--- src/rtl/lane_mux_rr.sv ---
// Round-robin multiplexer: per-lane FIFOs drained into one registered output,
// either in fixed TDM slots or skipping idle lanes.
module lane_mux_rr #(
  parameter int NUM_LANES = 4,
  parameter int DATA_W    = 8,
  parameter int DEPTH     = 4,
  localparam int LW       = (NUM_LANES > 1) ? $clog2(NUM_LANES) : 1,
  localparam int AW       = $clog2(DEPTH)
) (
  input  logic                        clk,
  input  logic                        reset_L,
  input  logic [NUM_LANES*DATA_W-1:0] data_in,
  input  logic [NUM_LANES-1:0]        valid_in,
  input  logic                        mode_skip,
  input  logic                        out_ready,
  output logic [DATA_W-1:0]           data_out,
  output logic                        valid_out,
  output logic [LW-1:0]               lane_out,
  output logic [NUM_LANES-1:0]        full_out,
  output logic [NUM_LANES-1:0]        overflow_err
);

  logic [NUM_LANES-1:0] empty_w;
  logic [NUM_LANES-1:0] full_w;
  logic [NUM_LANES-1:0] push_w;
  logic [NUM_LANES-1:0] pop_w;
  logic [DATA_W-1:0]    head_w [NUM_LANES];

  logic              loadable_w;
  logic              hit_w;
  logic [LW-1:0]     sel_w;
  logic [LW-1:0]     cand_w;
  int                idx_w;

  logic [DATA_W-1:0] data_reg, data_next;
  logic              valid_reg, valid_next;
  logic [LW-1:0]     lane_reg, lane_next;
  logic [LW-1:0]     ptr_reg, ptr_next;

  function automatic logic [LW-1:0] wrap_inc(input logic [LW-1:0] p);
    return (p == LW'(NUM_LANES - 1)) ? '0 : p + LW'(1);
  endfunction

  generate
    for (genvar gi = 0; gi < NUM_LANES; gi++) begin : g_lane
      logic [DATA_W-1:0] mem_reg [DEPTH];
      logic [AW-1:0]     wr_ptr_reg;
      logic [AW-1:0]     rd_ptr_reg;
      logic [AW:0]       count_reg;
      logic              ovf_reg;

      assign empty_w[gi]      = (count_reg == '0);
      assign full_w[gi]       = (count_reg == (AW+1)'(DEPTH));
      // Full is judged on the pre-edge count, so a same-cycle pop never makes room.
      assign push_w[gi]       = valid_in[gi] & ~full_w[gi];
      assign pop_w[gi]        = loadable_w & hit_w & (sel_w == LW'(gi));
      assign head_w[gi]       = mem_reg[rd_ptr_reg];
      assign full_out[gi]     = full_w[gi];
      assign overflow_err[gi] = ovf_reg;

      always_ff @(posedge clk) begin
        if (push_w[gi]) begin
          mem_reg[wr_ptr_reg] <= data_in[gi*DATA_W +: DATA_W];
        end
      end

      always_ff @(posedge clk or negedge reset_L) begin
        if (!reset_L) begin
          wr_ptr_reg <= '0;
          rd_ptr_reg <= '0;
          count_reg  <= '0;
          ovf_reg    <= 1'b0;
        end else begin
          if (push_w[gi]) begin
            wr_ptr_reg <= wr_ptr_reg + AW'(1);
          end
          if (pop_w[gi]) begin
            rd_ptr_reg <= rd_ptr_reg + AW'(1);
          end
          if (push_w[gi] && !pop_w[gi]) begin
            count_reg <= count_reg + (AW+1)'(1);
          end else if (!push_w[gi] && pop_w[gi]) begin
            count_reg <= count_reg - (AW+1)'(1);
          end
          if (valid_in[gi] && full_w[gi]) begin
            ovf_reg <= 1'b1;
          end
        end
      end
    end
  endgenerate

  // Lane selection: fixed slot at ptr, or first non-empty lane from ptr onward.
  always_comb begin
    loadable_w = !valid_reg || out_ready;
    hit_w      = 1'b0;
    sel_w      = ptr_reg;
    idx_w      = 0;
    cand_w     = '0;
    if (!mode_skip) begin
      hit_w = !empty_w[ptr_reg];
    end else begin
      for (int j = 0; j < NUM_LANES; j++) begin
        idx_w = int'(ptr_reg) + j;
        if (idx_w >= NUM_LANES) begin
          idx_w = idx_w - NUM_LANES;
        end
        cand_w = LW'(idx_w);
        if (!hit_w && !empty_w[cand_w]) begin
          hit_w = 1'b1;
          sel_w = cand_w;
        end
      end
    end
  end

  always_comb begin
    data_next  = data_reg;
    valid_next = valid_reg;
    lane_next  = lane_reg;
    ptr_next   = ptr_reg;
    if (loadable_w) begin
      valid_next = hit_w;
      data_next  = hit_w ? head_w[sel_w] : '0;
      if (!mode_skip) begin
        lane_next = ptr_reg;
        ptr_next  = wrap_inc(ptr_reg);
      end else if (hit_w) begin
        lane_next = sel_w;
        ptr_next  = wrap_inc(sel_w);
      end
    end
  end

  always_ff @(posedge clk or negedge reset_L) begin
    if (!reset_L) begin
      data_reg  <= '0;
      valid_reg <= 1'b0;
      lane_reg  <= '0;
      ptr_reg   <= '0;
    end else begin
      data_reg  <= data_next;
      valid_reg <= valid_next;
      lane_reg  <= lane_next;
      ptr_reg   <= ptr_next;
    end
  end

  assign data_out  = data_reg;
  assign valid_out = valid_reg;
  assign lane_out  = lane_reg;

endmodule
--- config.mk ---
export PLATFORM = sky130hd
export DESIGN_NAME = lane_mux_rr
export DESIGN_NICKNAME = d
export VERILOG_FILES = /design/src/rtl/lane_mux_rr.sv
export SDC_FILE = /design/constraint.sdc
export NUM_CORES = 1
export LEC_CHECK = 0
export CAP_MARGIN = 20
export CORE_MARGIN = 1
export CORE_UTILIZATION = 33
export DETAILED_ROUTE_END_ITERATION = 12
export PLACE_DENSITY = 0.51
export SYNTH_ARGS = -nofsm -noshare
export SYNTH_HDL_FRONTEND = slang
export SYNTH_SLANG_ARGS = --single-unit
export TNS_END_PERCENT = 30
--- constraint.sdc ---
create_clock -name clk -period 4.2 [get_ports clk]
set_input_delay 0.84 -clock clk [delete_from_list [all_inputs] [get_ports clk]]
set_output_delay 0.84 -clock clk [all_outputs]
set_load 0.01 [all_outputs]
==> summary.txt <==
Logic synthesis
  – Most used DFF post-synth: edfxtp_1
  – Yosys top cell by area: edfxtp_1
  – Synth top area share: ~50%
  – Warnings from Yosys: 0
  – Seq/Total Area, Yosys: 65.77%
  – Post-Syn Area: 7556 µm²
  – Syn Nets: 525
  – Synth area leaders: edfxtp_1, dfrtp_1, mux4_2
  – Post-Syn Instances: between 400 and 500
  – Synth Register Bits: 173
  – Number of synthesized flops with an enable pin: 128
  – Syn_area_per_cell: 16.46 µm²
  – Synth cell types: 46
  – Synth async-reset ratio: 26.01%

CTS
  – Post_cts resized: 0
  – Worst-Skew Late Latency: ~0.43 ns
  – CTS Buffer Depth: 2
  – Clk sinks: 173
  – Worst-path clk slew: 0.06 ns
  – Post-CTS Setup Bufs: 0
  – Hold_buf cts: 0
  – CTS tree: done
  – TritonCTS Buffers: 17
  – CTS H-tree depth: 4
  – Clk root buf: clkbuf_16

Worst setup path
  – CP Launch Type: flip-flop
  – Crit Path Class: flip-flop to flip-flop
  – Maximum fanout along the worst path: 16
  – Crit end category: flip-flop
  – Worst EP arrival: ~4.3 ns
  – WP data required: roughly 4.5 ns

Global routing
  – Largest net degree at the start of global routing: 25
  – Grt ovf: 0
  – Antenna violations before repair: 0
  – GRT Total Usage: 14.24%
  – Vias in the first global route: 4272
  – First-pass GRT wire length: 24490 µm

STA
  – Min Tclk post-route: 3.993 ns
  – Slew Viols, Final: 0
  – Clock Skews: 0.01197 ns
  – Worst-Margin Slew: between 0.7 and 0.8 ns
  – Final setup vio count: 0
  – Setup_tns: 0 ns
  – RSZ-0062 raised after global routing: false
  – Final hold viol count: 0
  – Final Cycle Share: 95.07%
  – Fin Hold WS: roughly 0.42 ns
  – Max Freq: 0.2504 GHz
  – Relative slew slack: 50.45%

Routing
  – Post-Route WL: 15510 µm
  – First-pass DRT Iterations: 4
  – Antenna Nets Post-Route: 0
  – Vias per inst: 5.028
  – DR DRC count: 0
  – Wire per inst: 19.17 µm
  – DR vias: 4068
  – DRT iter0 DRCs: 201

Placement
  – Routability cong.: 0.7835
  – IO Port Bufs: 58
  – Hpwl dp: about 11000 µm

Power
  – Combinational share of power: 33.9%
  – Clock power share: roughly a quarter
  – Switch share: 33.08%
  – Pwr/cell area: 763.8 nW/µm²
  – Sequential power share: roughly 40%
  – Leakage: 3.215 nW
  – Int Pwr: 4.635 mW
  – Worst VDD drop: roughly 340 µV
  – Switching power: ~2.3 mW

Layout
  – # fillers: ~2.0k
  – Most common cell after layout, fill and taps aside: edfxtp_1
  – Most frequent cells in the layout: edfxtp_1, clkdlybuf4s50_1, dfrtp_1
  – Fin nets: 581
  – Layout cells sized above 1: 15.72%
  – Layout area overhead: 20.02%
  – Largest register FFs: around 130

Outcome
  – Status: completed

Flow run
  – Max Cap Violations: 0

Floorplan
  – Cell Rows: 54
  – Die footprint: 23510 µm²
  – Core box area: 22160 µm²
  – Starting Density: 34.10%
  – Die H: 153.3 µm
  – Chip width: between 150 and 200 µm
  – Ports: 59

Worst hold path
  – Worst Hold Class: primary input to asynchronous set/reset pin
==> layer usage <==
layer	GRT usage (%)	share of wire, %	vias up
met4	5.868	1.7	0
met2	23.83	51	78
met5	0	0	-
met1	18.14	44	2100
met3	2.694	3.2	18
li1	-	-	1872
==> per-stage QoR <==
stage	power [mW]	setup slack (ns)	cells	utilization [%]	area, µm²
after floorplan	4.405	0.4142	459	-	7556
after global placement	5.162	0.2379	776	37.89	8397
after detailed placement	5.228	0.1668	776	37.89	8397
after CTS	7.031	0.2261	808	40.91	9066
after global routing	7.364	0.07596	808	40.91	9066
final	6.927	0.2070	809	40.92	9069
==> power groups by stage <==
stage | clock network (mW) | registers, mW | logic, mW
global placement | 0 | 2.83 | 2.33
detailed placement | 0 | 2.85 | 2.38
CTS | 1.82 | 2.82 | 2.39
floorplan | 0 | 2.57 | 1.84
global route | 1.88 | 2.88 | 2.60
finish | 1.78 | 2.79 | 2.35
==> final cells by class <==
type | count | area, µm² | area share (%)
tap | 280 | 350.3 | 3.863
sequential | 173 | 4970 | 54.80
multi-input combinational | 240 | 2381 | 26.26
clock inverter | 13 | 236.5 | 2.608
inverter | 18 | 67.56 | 0.7450
clock buffer | 19 | 432.9 | 4.774
antenna | 1 | 2.502 | 0.02759
timing repair buffer | 65 | 628.1 | 6.926
==> cells in the mapped netlist (all sizes together), types with 13 or more instances <==
master	n
buf	13
mux4	35
and2	17
edfxtp	128
a211oi	15
a21boi	15
ha	22
clkbuf	15
xnor2	16
inv	18
nand2	17
dfrtp	45
==> worst max-delay path, stage by stage (launching register included) <==
cell       delay (ns)
dfrtp_1          0.54
ha_1             0.51
mux4_2           0.59
a2bb2oi_1        0.21
or3_4            0.46
and2_4           0.22
or3_4            0.39
ha_1             0.21
inv_1            0.08
fa_1             0.40
mux2_2           0.27
==> final timing paths <==
kind	from	end	slack (ns)	cells after the start
max reg2reg	ptr_reg[0]	g_lane[1].count_reg[1]	0.21	10
min	reset_L	g_lane[3].wr_ptr_reg[0]	0.42	1
max in group asynchronous	reset_L	g_lane[0].count_reg[2]	3.02	2
max	ptr_reg[0]	g_lane[1].count_reg[1]	0.21	10
min in group clk	g_lane[0].ovf_reg	g_lane[0].ovf_reg	0.45	1
min reg2reg	g_lane[0].ovf_reg	g_lane[0].ovf_reg	0.45	1
==> cells by family (layout without fill, tap and decap cells) <==
group                    count (synthesis)  in the layout  synth area share (%)
multiplexers                            43             43                 11.57
AO/OA/AOI/OAI                           73             73                 6.955
adder cells (fa/ha/maj)                 26             26                 4.703
buffers and inverters                   46            115                 2.716
AND/OR/NAND/NOR                         74             74                 5.398
XOR/XNOR                                24             24                 2.881
flip-flops                             173            173                 65.77
other                                    0              1                     0
(Power assumes the default switching activity.)
